### src/rtl/serial_cell_sequencer.sv
// serial_cell_sequencer: serial unsigned A > B comparator built from one reusable comparison cell
//   Operands are walked MSB-first, one bit per clock, through a single "greater / still equal" cell.
//   Ports:
//     clk    in   system clock, rising edge
//     rst    in   synchronous active-high reset
//     start  in   begin a comparison (honoured only when idle)
//     a, b   in   WIDTH-bit operands, captured on the accepting edge
//     busy   out  high whenever the sequencer is not idle
//     done   out  one-cycle pulse; f is valid from this cycle
//     f      out  registered result A > B, held until the next done
//     f_mid  out  running "still equal" cell flag, for debug
//   Build option: define SERIAL_CELL_EARLY_EXIT_EN to leave SHIFT at the first differing bit.
module serial_cell_sequencer #(
    parameter int WIDTH = 8
) (
    input  logic             clk,
    input  logic             rst,
    input  logic             start,
    input  logic [WIDTH-1:0] a,
    input  logic [WIDTH-1:0] b,
    output logic             busy,
    output logic             done,
    output logic             f,
    output logic             f_mid
);
    localparam int CW = (WIDTH > 1) ? $clog2(WIDTH) : 1;
    typedef enum logic [1:0] {IDLE, SHIFT, FINAL} state_t;
    state_t           state_q;
    logic [WIDTH-1:0] a_q, b_q;
    logic [CW-1:0]    cnt_q;
    logic             eq_q, gt_q, done_q, f_q;
    logic             diff, eq_d, gt_d, exit_d;
    always_comb begin
        diff = a_q[cnt_q] ^ b_q[cnt_q];
        // once a difference has been seen the decision is frozen
        eq_d = eq_q ? ~diff : 1'b0;
        gt_d = eq_q ? (a_q[cnt_q] & ~b_q[cnt_q]) : gt_q;
    end
`ifdef SERIAL_CELL_EARLY_EXIT_EN
    assign exit_d = (cnt_q == '0) || (eq_q && diff);
`else
    assign exit_d = (cnt_q == '0);
`endif
    always_ff @(posedge clk) begin
        if (rst) begin
            state_q <= IDLE;
            a_q     <= '0;
            b_q     <= '0;
            cnt_q   <= '0;
            eq_q    <= 1'b1;
            gt_q    <= 1'b0;
            done_q  <= 1'b0;
            f_q     <= 1'b0;
        end else begin
            done_q <= 1'b0;
            case (state_q)
                IDLE: if (start) begin
                    a_q     <= a;
                    b_q     <= b;
                    cnt_q   <= CW'(WIDTH - 1);
                    eq_q    <= 1'b1;
                    gt_q    <= 1'b0;
                    state_q <= SHIFT;
                end
                SHIFT: begin
                    eq_q <= eq_d;
                    gt_q <= gt_d;
                    if (exit_d) state_q <= FINAL;
                    else cnt_q <= cnt_q - 1'b1;
                end
                FINAL: begin
                    f_q     <= gt_q;
                    done_q  <= 1'b1;
                    state_q <= IDLE;
                end
                default: state_q <= IDLE;
            endcase
        end
    end
    assign busy  = (state_q != IDLE);
    assign done  = done_q;
    assign f     = f_q;
    assign f_mid = eq_q;
endmodule

### config.mk
export PLATFORM = sky130hd
export DESIGN_NAME = serial_cell_sequencer
export DESIGN_NICKNAME = d
export VERILOG_FILES = /design/src/rtl/serial_cell_sequencer.sv
export SDC_FILE = /design/constraint.sdc
export NUM_CORES = 1
export LEC_CHECK = 0
export BUFFER_PORTS_ARGS = -buffer_cell sky130_fd_sc_hd__buf_2
export CORE_ASPECT_RATIO = 0.7
export CORE_UTILIZATION = 56
export CTS_CLUSTER_DIAMETER = 150
export DETAILED_ROUTE_END_ITERATION = 8
export PLACE_DENSITY = 0.79
export SLEW_MARGIN = 20
export SYNTH_ARGS = -nofsm -noshare
export SYNTH_HDL_FRONTEND = slang
export SYNTH_SLANG_ARGS = --single-unit
### constraint.sdc
create_clock -name clk -period 2.7 [get_ports clk]
set_input_delay 0.27 -clock clk [delete_from_list [all_inputs] [get_ports clk]]
set_output_delay 0.27 -clock clk [all_outputs]
set_load 0.1 [all_outputs]
Word-level counts from Yosys, hierarchy flattened:

Index checks and enable logic that the tools add are counted.

* add/sub/neg operators: 1
* multipliers: 0
* divide/modulo/power cells: 0
* $lt $le $gt $ge: 1
* equal/unequal tests: 6
* shifts and indexed selects: 0
* muxes and demuxes: 17
* bitwise logic cells: 4
* reductions and logical operators: 9

Operator list (number)
* 2-bit inequality test, second input constant: 4
* 1-bit two-way mux: 7
* 1-bit binary-select mux with 3-bit select: 2
* 3-bit two-way mux: 2
* 3-bit case mux with 2 select lines: 1
* 2-bit AND reduction: 3
* 3-bit AND reduction: 2
* 3-bit by 4-bit less-than comparator with 1-bit output, second input constant: 1
* 2-bit two-way mux: 2
* 1-bit case mux with 2 select lines: 2
* 2-bit case mux with 2 select lines: 1
* 2-bit nonzero test: 2
* 3-bit zero test: 1
* 3-bit by 1-bit subtractor with 3-bit output, second input constant: 1
* 2-bit by 1-bit equality test with 1-bit output, second input constant: 1
* 2-bit equality test, second input constant: 1
* 2-bit zero test: 1
* 1-bit NOT: 2
* 1-bit AND: 1
* 1-bit bitwise XOR: 1

* flip-flop bits (word level): 25
* bits in latches: 0
* RAM bits: 0
* ROM bits: 0
* output and inout port bits: 4
* logic and storage cells: 46
* memories kept: 0

Logic depth before layout (Yosys ltp):

Gate-level depths: netlist of the first run.

* depth after elaboration: 6
* depth in mapped cells: 6
* gate-level depth less buffers: 5

Least setup slack after synthesis of the first run:

Ideal clock, no wire load.

* path type: flip-flop to flip-flop
* start: reg cnt_q[0]
* end: reg eq_q (netlist: f_mid)
* library setup time: 0.120 ns
* arrival: 1.677 ns
* data required time: 2.580 ns
* setup slack: 0.903 ns
* cell stages (with the launch flop): 7
* path buffers: 1
* period minus slack after synthesis: 1.797 ns
* cells stage by stage: dfxtp_1 buf_6 mux4_1 mux2_2 ha_1 o21ai_0 nand2_1

* word-level cells in the longest chain between the ends: 6
* elaborated cells between the ends (all ways): 8
* classes of those cells: mux: 6; bitwise: 2

Ends and longest elaborated chain
* start: declaration: RTL line 30 `logic [CW-1:0] cnt_q;`
* start signal: assignment: RTL line 60 `cnt_q <= CW'(WIDTH - 1);`
* start signal: assignment: RTL line 69 `else cnt_q <= cnt_q - 1'b1;`
* 1-bit binary-select mux with 3-bit select: RTL line 34 `diff = a_q[cnt_q] ^ b_q[cnt_q];`
* 1-bit two-way mux (implied by the code): RTL line 34
* 1-bit bitwise XOR *: RTL line 34
* 1-bit NOT *: RTL line 36 `eq_d = eq_q ? ~diff : 1'b0;`
* 1-bit two-way mux *: RTL line 36
* 1-bit case mux with 2 select lines *: RTL line 56 `case (state_q)`
* end signal: assignment: RTL line 66 `eq_q <= eq_d;`
* end: declaration: RTL line 31 `logic eq_q, gt_q, done_q, f_q;`

Mark *: on every way between the ends. The rest lies on a longest branch, timed or not. The select of a mux whose other input is x is not followed.
A chain may end at the register's enable or synchronous reset.

Worst setup path after layout of the first run:

Ends and elaborated chain as after synthesis.

==> results of run 1 <==
-- worst max path at each step --
stage | start | to | slack, ps
after floorplan | cnt_q[0] | f_mid | 900
after CTS | cnt_q[0] | f_mid | 720
final | cnt_q[0] | f_mid | 740
after global routing | cnt_q[0] | f_mid | 670
after global placement | cnt_q[0] | f_mid | 840
after detailed placement | cnt_q[0] | f_mid | 730
-- per-stage QoR --
stage	hold slack, ps	setup slack (ps)	cells	utilization (%)	instance area (um^2)
final	168	736	160	71.5	1210
after global routing	160	671	160	71.5	1210
after CTS	161	720	160	71.5	1210
after detailed placement	448	728	156	70.0	1190
after global placement	443	842	156	70.0	1190
after floorplan	406	903	119	-	1080
-- cell usage after synthesis, types with 2 or more instances --
cell type / instances
ha_1: 3
dfxtp_1: 25
clkbuf_1: 3
inv_1: 3
mux4_1: 4
nand2b_1: 3
nor2_1: 4
a31o_2: 2
a21oi_1: 21
nand2_1: 33
buf_2: 2
mux2i_1: 2
o21ai_0: 2
-- state kept, by name, indices dropped and copies added (netlist names) --
register and flops:
f_mid 1, f 1, state_q 2, b_q 8, a_q 8, done 1
gt_q 1, cnt_q 3
-- logic make-up after synthesis --
logic type                 Yosys count  synth area share, %
and+or+nand+nor                     46                 18.6
muxes                                7                 12.6
buffers and inverters               10                 4.73
DFF                                 25                 46.2
AOI/OAI and AO/OA                   27                 13.6
adders and majority gates            3                 3.46
xor gates and xnor gates             1                0.808
-- worst max-delay path, stage by stage, from the launching register on --
cell	delay, ps
dfxtp_1	480
mux4_1	590
mux2_2	280
ha_1	280
o21ai_0	190
nand2_1	60
-- cell type report --
| type | instances | area share (%) |
|---|---|---|
| inverters | 3 | 0.928 |
| flip-flops and latches | 25 | 41.2 |
| well taps | 21 | 2.16 |
| multi-input cells | 84 | 43.8 |
| repair buffers | 23 | 9.69 |
| clock buffers | 4 | 2.16 |
-- layer usage --
| metal | vias up | part of all wire, % | GRT usage [%] | routed length [um] |
|---|---|---|---|---|
| li1 | 442 | - | - | - |
| met1 | 401 | 47 | 28.0 | 911 |
| met2 | 26 | 46 | 39.0 | 888 |
| met3 | 2 | 6.5 | 8.24 | 127 |
| met4 | 0 | 0.87 | 5.77 | 17 |
| met5 | - | 0 | 0 | 0 |
-- cell usage in the layout, fill, tap and decap left out, types with 3 or more instances in the layout --
cell,Yosys,layout
dfxtp_1,25,25
nand2b_1,3,3
a21oi_1,21,21
buf_2,2,22
ha_1,3,3
nor2_1,4,4
nand2_1,33,33
inv_1,3,3
clkbuf_4,0,3
mux4_1,4,4
-- power by group through the flow --
| stage | Combinational, W | Sequential (W) | Clock, W |
|---|---|---|---|
| 5_1_grt | 0.000180 | 0.000426 | 0.000181 |
| 3_5_place_dp | 0.000162 | 0.000431 | 0 |
| 2_1_floorplan | 0.000129 | 0.000430 | 0 |
| 3_3_place_gp | 0.000157 | 0.000430 | 0 |
| 4_1_cts | 0.000163 | 0.000423 | 0.000168 |
| 6_report | 0.000162 | 0.000423 | 0.000162 |
==> summary.md, run 1 <==
| Metric | Value |
|---|---|
| WS Path Type | flop to flop |
| Post_cts resized | 0 |
| Register area share after synthesis | 46.2% |
| Layout cells sized above 1 | 22.3% |
| Relative slew slack | 60.8% |
| Clk pwr share | 21.7% |
| Initial Util | 63.9% |
| Core box area | 1700 um^2 |
| Total of max-cap violations | 0 |
| Period Utilization, post-route | 72.7% |
| IO Pins | 23 |
| Final Critical Period | 1960 ps |
| RSZ-0062 raised after global routing | no |
| Skew-Pair Late Insertion Delay | 320 ps |
| Leak Pwr | 0.536 nW |
| Comb pwr share | 21.7% |
| Synth warn | 0 |
| Final Hold Viols | 0 |
| CTS root buffer | clkbuf_4 |
| Nature of the critical path startpoint | flop |
| Vias per cell | 5.44 |
| FILL cells | 147 |
| Top-area cell type share of the netlist area | 46.2% |
| DP HPWL | 1.39 mm |
| Vias in the first global route | 818 |
| N_diodes | 0 |
| Fin. max-slew vios | 0 |
| Status | complete, no violations |
| WHS Endpoint | b_q[1] |
| DRT Pass-1 Iters | 4 |
| Synthesized area | 1080 um^2 |
| 1st-iter DRT viols | 11 |
| Die height | 38.8 um |
| #FFs+latches synth | 25 |
| Drc violations | 0 |
| Max Fanout on Critical Path | 6 |
| Reg2Reg Setup Slack | 740 ps |
| Synth top area cells | dfxtp_1, nand2_1, a21oi_1, mux4_1, ha_1 |
| Worst Hold Depth | 3 |
| Reg power frac | 56.6% |
| Crit path DAT | 2190 ps |
| Pin count of the biggest net entering global routing | 26 |
| Site row count | 12 |
| R2R Path Start | cnt_q[0] |
| Setup violators final | 0 |
| Routed len/inst | 12.2 um |
| Hold Path Class | input pin to flop |
| Fin Setup TNS | 0 ps |
| Worst setup EP type | flop |
| Syn Nets | 141 |
| Layout Nets | 162 |
| Synth unique cells | 25 |
| Area Overhead vs Synth | 12.0% |
| Via count | 871 |
| Synth area leader | dfxtp_1 |
| Port Buf Inserts | 22 |
| Multi-input gate area | 532 um^2 |
| Clock slew at reported path FFs | 130 ps |
| Initial antenna violation count | 0 |
| WP data required | 2930 ps |
| CTS tree | built |
| Clock sink count | 25 |
| Worst VDD drop | 0.501 mV |
| Bufs on Longest Clock Path | 2 |
| Post-synthesis average cell area | 9.11 um^2 |
| Worst r2r dst | f_mid |
| Slew of the pin with the lowest slew margin | 589 ps |
| Die Area | 2120 um^2 |
| Gpl congestion | 0.893 |
| Hold Buf Count CTS | 0 |
| H-tree levels | 1 |
| PwrDens | 616 nW/um^2 |
| P_sw | 0.000224 W |
| FFs w/ async S/R, synth | 0% |
| All-Layer GR Usage | 23.2% |
| Tot Pwr | 0.000747 W |
| Register Area | 500 um^2 |
| R2r worst-path depth | 5 |
| P_int | 0.000523 W |
| Fmax | 0.509 GHz |
| Grt ovf | 0 |
| Post-CTS setup buffer count | 0 |
| Die width | 54.6 um |
| Post-route ant nets | 0 |
| Hold_sp | b[1] |
| CTS buffer count | 3 |
| Main synth FF type | dfxtp_1 |
| Setup Skew | 12.7 ps |
| Mapped Cells | 119 |
| Net Sw Frac | 30.0% |
| EDFF count, synth | 0 |
| Drt total wl | 1.94 mm |
| First-pass GRT wire length | 3.33 mm |
Note: power is estimated with default switching activity, not from simulation.
==> run 2: changes to the inputs <==
--- a/config.mk
+++ b/config.mk
@@ -5,12 +5,13 @@
 export SDC_FILE = /design/constraint.sdc
 export NUM_CORES = 1
 export LEC_CHECK = 0
+export ABC_AREA = 1
 export BUFFER_PORTS_ARGS = -buffer_cell sky130_fd_sc_hd__buf_2
 export CORE_ASPECT_RATIO = 0.7
-export CORE_UTILIZATION = 56
+export CORE_UTILIZATION = 52
 export CTS_CLUSTER_DIAMETER = 150
 export DETAILED_ROUTE_END_ITERATION = 8
-export PLACE_DENSITY = 0.79
+export PLACE_DENSITY = 0.73
 export SLEW_MARGIN = 20
 export SYNTH_ARGS = -nofsm -noshare
 export SYNTH_HDL_FRONTEND = slang
==> constraint.sdc (replaced) <==
create_clock -name clk -period 1.85 [get_ports clk]
set_input_delay 0.185 -clock clk [delete_from_list [all_inputs] [get_ports clk]]
set_output_delay 0.185 -clock clk [all_outputs]
set_load 0.1 [all_outputs]
==> run 2 against run 1 <==
Compared with the run above:
- synthesized area increased by 3.7%
- die area increased by 11%
- synthesized cell count increased by 36%
- setup slack got worse by 510 ps
==> summary.md, run 2 <==
| Metric | Value |
|---|---|
| Status | complete, no violations |
| Worst setup EP type | flop |
| Hold Path Class | input pin to flop |
| Worst r2r dst | f_mid |
| 1st-iter DRT viols | 57 (+46) |
| Most common cell in the synthesized netlist | nor2_1 |
| Worst VDD drop | 0.550 mV (+9.7%) |
| WHS Endpoint | done |
| Total of max-cap violations | 0 (unchanged) |
| Worst Hold Depth | 2 (-1) |
| Area Overhead vs Synth | 11.7% |
| Reg2Reg Setup Slack | 220 ps (-510 ps) |
| Clock sink count | 25 (unchanged) |
| Crit-path cells | inv_1 > nor2_1 > o21ai_0 > nand3_1 > nand2_1 > ha_1 > o21ai_0 > nand3_1 |
| DRT Pass-1 Iters | 5 (+1) |
| Drc violations | 0 (unchanged) |
| N_diodes | 0 (unchanged) |
| Layout Nets | 206 (+27%) |
| DP HPWL | 1.72 mm (+24%) |
| Fin. max-slew vios | 0 (unchanged) |
| Synth warn | 0 (unchanged) |
| Most frequent cells in the layout | nor2_1, nand2_1, dfxtp_1, buf_2, o21ai_0 |
| WP data required | 2060 ps (-870 ps) |
| EDFF count, synth | 0 (unchanged) |
| Worst hold margin | 76.9 ps (-91.4 ps) |
| Site row count | 13 (+1) |
| Leak Pwr | 0.596 nW (+11%) |
| Final Critical Period | 1630 ps (-338 ps) |
| Synth unique cells | 17 (-32%) |
| Commonest cells in the netlist | nor2_1, nand2_1, dfxtp_1, o21ai_0, inv_1 |
| Fin Setup TNS | 0 ps (unchanged) |
| Top-area cell type share of the netlist area | 44.5% (-1.6 points) |
| CTS tree | built |
| Max Fanout on Critical Path | 6 (unchanged) |
| R2r worst-path depth | 8 (+3) |
| Synth area leader | dfxtp_1 |
| Setup crit start | cnt_q[1] |
| Relative slew slack | 64.7% (+3.9 points) |
| Grt ovf | 0 (unchanged) |
| Gpl congestion | 0.872 (-2.4%) |
| Die height | 40.9 um (+5.4%) |
| H-tree levels | 1 (unchanged) |
| Slew of the pin with the lowest slew margin | 530 ps (-59.1 ps) |
| Fmax | 0.615 GHz (+21%) |
| Register area share after synthesis | 44.5% (-1.6 points) |
| IO Pins | 23 (unchanged) |
| Vias per cell | 5.10 (-6.4%) |
| All-Layer GR Usage | 23.3% (+0.10 points) |
| R2R Path Start | cnt_q[1] |
| Nature of the critical path startpoint | flop |
| Critical path's top delay family | flip-flops |
| Hold_sp | rst |
| Worst path bufs/invs | 1 (+1) |
| Synthesized area | 1120 um^2 (+3.7%) |
| Skew-Pair Late Insertion Delay | 320 ps (about the same) |
| Post-route ant nets | 0 (unchanged) |
| Pin count of the biggest net entering global routing | 27 (+3.8%) |
| Register Area | 502 um^2 (+0.25%) |
| Syn Nets | 184 (+30%) |
| Crit path DAT | 1830 ps (-360 ps) |
| Clock slew at reported path FFs | 130 ps (about the same) |
| PwrDens | 955 nW/um^2 (+55%) |
| Setup violators final | 0 (unchanged) |
| Final Hold Viols | 0 (unchanged) |
| Initial Util | 58.0% (-5.8 points) |
| Post-synthesis average cell area | 6.94 um^2 (-24%) |
| Top Registers | a_q x8, b_q x8, cnt_q x3 |
| CTS root buffer | clkbuf_4 |
| Drt total wl | 2.40 mm (+24%) |
| CP max stage delay | 460 ps (-130 ps) |
| RSZ-0062 raised after global routing | no |
| FFs w/ async S/R, synth | 0% (unchanged) |
| First-pass GRT wire length | 3.95 mm (+18%) |
| Max stage delay cell, worst path | dfxtp_1 |
| Port Buf Inserts | 22 (unchanged) |
| Setup Skew | 7.50 ps (-5.23 ps) |
| Mapped Cells | 162 (+36%) |
| CTS buffer count | 3 (unchanged) |
| WS Path Type | flop to flop |
| Period Utilization, post-route | 87.9% (+15 points) |
| Multi-input gate area | 529 um^2 (-0.47%) |
| Die width | 57.6 um (+5.5%) |
| Core box area | 1940 um^2 (+14%) |
| FILL cells | 187 (+27%) |
| Vias in the first global route | 839 (+2.6%) |
| Post-CTS setup buffer count | 0 (unchanged) |
| Routed len/inst | 11.7 um (-3.6%) |
| Main synth FF type | dfxtp_1 |
| #FFs+latches synth | 25 (unchanged) |
| Layout cells sized above 1 | 18.0% (-4.3 points) |
| Via count | 1,045 (+20%) |
| Initial antenna violation count | 0 (unchanged) |
| Commonest non-fill, non-tap cell in the layout | nor2_1 |
| Bufs on Longest Clock Path | 2 (unchanged) |
| Synth top area cells | dfxtp_1, nor2_1, nand2_1, o21ai_0, a21oi_1 |
| Die Area | 2350 um^2 (+11%) |
[run 2: cell count changes after synthesis, moves of 4 or more]
cell,previous run,this run
nor2_1,4,46
o21ai_0,2,16
a21oi_1,21,8
inv_1,3,10
nand3_1,1,6
o21ai_1,0,5
inv_2,0,4
mux4_1,4,0
nand2_1,33,29
[run 2: routing by layer]
layer / share of wire [%] / track usage, % / wire (um) / vias up
met1: 48 / 30.8 / 1140 / 443
met3: 8.3 / 7.57 / 200 / 6
met2: 43 / 38.4 / 1030 / 41
met5: 0 / 0 / 0 / -
li1: - / - / - / 555
met4: 1.1 / 3.66 / 27 / 0
[run 2: through the flow]
stage	area [um^2]	total power (W)	setup slack, ps	cells	util [%]
5_1_grt	1250	0.00128	75.5	205	64.8
6_report	1250	0.00120	224	205	64.8
3_5_place_dp	1230	0.000961	196	201	63.4
4_1_cts	1250	0.00120	177	205	64.8
3_3_place_gp	1230	0.000957	248	201	63.4
2_1_floorplan	1120	0.000891	414	162	-
[run 2: cell families after synthesis]
group	after synthesis	share of synthesized area, %
simple gates	85	30.8
buf+inv	20	8.35
compound gates	29	12.9
flops	25	44.5
fa+ha+maj	3	3.34
[run 2: worst max-delay path by stage]
stage,cells past startpoint,to,slack [ps]
after floorplan,9,f_mid,410
after global placement,7,f_mid,250
after detailed placement,9,f_mid,200
after CTS,9,f_mid,180
after global routing,8,f_mid,80
final,8,f_mid,220
[run 2: final cells by class]
| class | instances | area share [%] |
|---|---|---|
| Multi-Input combinational cell | 117 | 42.2 |
| Sequential cell | 25 | 40.0 |
| Clock buffer | 4 | 2.09 |
| Tap cell | 22 | 2.19 |
| Inverter | 14 | 4.19 |
| Timing Repair Buffer | 23 | 9.37 |
[run 2: worst reg2reg max path: stages (launching register included)]
cell and delay (ps):
dfxtp_1 460, inv_1 170, nor2_1 120, o21ai_0 100, nand3_1 100, nand2_1 60
ha_1 260, o21ai_0 160, nand3_1 80
[run 2: where the power goes]
group          leakage (nW)  switching (W)  internal [W]
registers             0.207      0.0000431      0.000592
logic                 0.374       0.000214      0.000107
clock network        0.0150       0.000158     0.0000846
total                 0.596       0.000415      0.000783
[run 2: timing repair]
item,CTS,global route
gates resized for setup,0,1
hold buffers,0,0
setup endpoints to repair,0,1
==> run 3: changes to the inputs <==
--- a/config.mk
+++ b/config.mk
@@ -6,11 +6,11 @@
 export NUM_CORES = 1
 export LEC_CHECK = 0
 export ABC_AREA = 1
-export BUFFER_PORTS_ARGS = -buffer_cell sky130_fd_sc_hd__buf_2
 export CORE_ASPECT_RATIO = 0.7
-export CORE_UTILIZATION = 52
+export CORE_UTILIZATION = 60
 export CTS_CLUSTER_DIAMETER = 150
 export DETAILED_ROUTE_END_ITERATION = 8
+export DONT_BUFFER_PORTS = 1
 export PLACE_DENSITY = 0.73
 export SLEW_MARGIN = 20
 export SYNTH_ARGS = -nofsm -noshare
==> run 3 against run 2 <==
Compared with the run above:
- setup slack got worse by 58 ps
- clock skew fell by 7.0 ps
- first-iteration DRC count fell by 28%
- clock-buffer cell count fell by 1
- final area fell by 4.3%
- sequential share of layout area rose by 1.7 points
- core utilization rose by 7.2 points
- register-to-register slack got worse by 60 ps
- critical path depth rose by 1
- maximum frequency fell by 3.4%
- sequential power fell by 1%
- sequential cell count did not move
- largest cell class unchanged
==> summary.md, run 3 (synthesis results as in run 2) <==
| Metric | Value |
|---|---|
| CTS tree | built |
| All-Layer GR Usage | 26.7% (+3.5 points) |
| Final Hold Viols | 0 (unchanged) |
| Vias per cell | 5.27 (+3.4%) |
| Skew-Pair Late Insertion Delay | 320 ps (about the same) |
| Commonest non-fill, non-tap cell in the layout | nor2_1 |
| Final Instance Area | 1200 um^2 (-4.3%) |
| Fin Setup TNS | 0 ps (unchanged) |
| Max Fanout on Critical Path | 7 (+1) |
| Setup Skew | 0.465 ps (-7.03 ps) |
| Die Area | 2050 um^2 (-13%) |
| Final Critical Period | 1680 ps (+57.9 ps) |
| DP HPWL | 1.66 mm (-4.0%) |
| Most frequent cells in the layout | nor2_1, nand2_1, dfxtp_1, o21ai_0, inv_1 |
| PwrDens | 997 nW/um^2 (+4.4%) |
| Post-Layout Cell Count | 189 (-7.8%) |
| Area Overhead vs Synth | 6.90% |
| DRT Pass-1 Iters | 5 (unchanged) |
| Die width | 53.7 um (-6.7%) |
| Worst setup EP type | flop |
| Layout cells sized above 1 | 9.52% (-8.5 points) |
| Pin count of the biggest net entering global routing | 27 (unchanged) |
| Initial Util | 67.4% (+9.4 points) |
| Port Buf Inserts | 0 (-100%) |
| Top Registers | a_q x8, b_q x8, cnt_q x3 |
| Worst VDD drop | 0.808 mV (+47%) |
| Hold Buf Count CTS | 1 (+1) |
| Layout Nets | 191 (-7.3%) |
| 1st-iter DRT viols | 41 (-28%) |
| Site row count | 12 (-1) |
| Period Utilization, post-route | 91.0% (+3.1 points) |
| FILL cells | 134 (-28%) |
| Core box area | 1670 um^2 (-14%) |
| RSZ-0062 raised after global routing | no |
| Die height | 38.2 um (-6.6%) |
| Vias in the first global route | 831 (-0.95%) |
| Clock sink count | 25 (unchanged) |
| N_diodes | 0 (unchanged) |
| Final WS setup | 166 ps (-57.9 ps) |
| WS Path Type | flop to flop |
| Placed insts | 183 (-9.0%) |
| Crit path DAT | 1880 ps (+50 ps) |
| First-pass GRT wire length | 3.65 mm (-7.5%) |
| Routed len/inst | 12.5 um (+6.3%) |
| Post-route ant nets | 0 (unchanged) |
| Placed cell area | 1150 um^2 (-6.0%) |
| Nature of the critical path startpoint | flop |
| Post-CTS setup buffer count | 0 (unchanged) |
| IO Pins | 23 (unchanged) |
| Clock slew at reported path FFs | 130 ps (about the same) |
| Fmax | 0.594 GHz (-3.4%) |
| Relative slew slack | 66.5% (+1.8 points) |
| CTS buffer count | 3 (unchanged) |
| WP data required | 2040 ps (-20 ps) |
| Dpl ws | 230 ps (+34.2 ps) |
| Grt ovf | 0 (unchanged) |
| CTS root buffer | clkbuf_4 |
| Setup violators final | 0 (unchanged) |
| Status | complete, no violations |
| Drc violations | 0 (unchanged) |
| Fin. max-slew vios | 0 (unchanged) |
| Total of max-cap violations | 0 (unchanged) |
| Drt total wl | 2.36 mm (-2.0%) |
| Hold Path Class | input pin to flop |
| Leak Pwr | 0.543 nW (-8.9%) |
| Bufs on Longest Clock Path | 2 (unchanged) |
| H-tree levels | 1 (unchanged) |
| Initial antenna violation count | 0 (unchanged) |
| Post_cts resized | 0 (unchanged) |
| Via count | 996 (-4.7%) |
| Gpl congestion | 0.917 (+5.2%) |
| Slew of the pin with the lowest slew margin | 502 ps (-27.5 ps) |
==> run 3: changes by cell type in the layout (fill, tap and decap cells not counted), sizes merged <==
cell	delta
buf	-17
clkbuf	-1
clkinv	+1
dlygate4sd3	+2
==> run 3: path summary, 6_finish.rpt <==
| path | slack (ps) | startpoint | endpoint | cells past startpoint |
|---|---|---|---|---|
| worst min register to register | 470 | a_q[5] | a_q[5] | 2 |
| worst max-delay path | 170 | cnt_q[0] | f_mid | 9 |
| worst max register to register | 170 | cnt_q[0] | f_mid | 9 |
| worst min-delay path | 10 | b[7] | b_q[7] | 2 |
==> run 3: report_power, final <==
group	internal, W	total, W	leakage, nW	switching, W
sequential	0.000591	0.000628	0.207	0.0000371
clock	0.0000811	0.000241	0.0177	0.000160
combinational	0.000105	0.000328	0.318	0.000223
total	0.000777	0.00120	0.543	0.000420
==> run 3: per-stage QoR <==
step,utilization [%],hold slack [ps],total power (W)
2_1_floorplan,-,254,0.000891
3_3_place_gp,69.2,255,0.000938
3_5_place_dp,69.2,257,0.000953
4_1_cts,71.5,12.9,0.00119
5_1_grt,72.1,19.2,0.00127
6_report,72.1,13.0,0.00120
==> run 3: worst max-delay path, cell delays in order (launching register included) <==
cell and delay [ps]:
dfxtp_1 430, buf_4 170, nor2_1 40, nor2_1 80, o21ai_0 100, nand3_1 110, nand2_1 70, ha_1 280
o21ai_0 180, nand3_1 100
==> run 3: metal layers <==
layer	routed length (um)	GRT usage, %	vias up
met2	1060	42.3	30
met3	149	8.33	6
met1	1120	35.0	439
met5	0	0	-
met4	29	7.24	0
li1	-	-	521
==> run 3: area by class of cell <==
cell class	instances	area, um^2	share of cell area (%)
clock buffer	3	22.5	1.88
inverter	14	52.6	4.38
clock inverter	1	5.00	0.417
multi-input combinational	117	529	44.1
tap	21	26.3	2.19
timing repair buffer	8	65.1	5.42
sequential	25	500	41.7
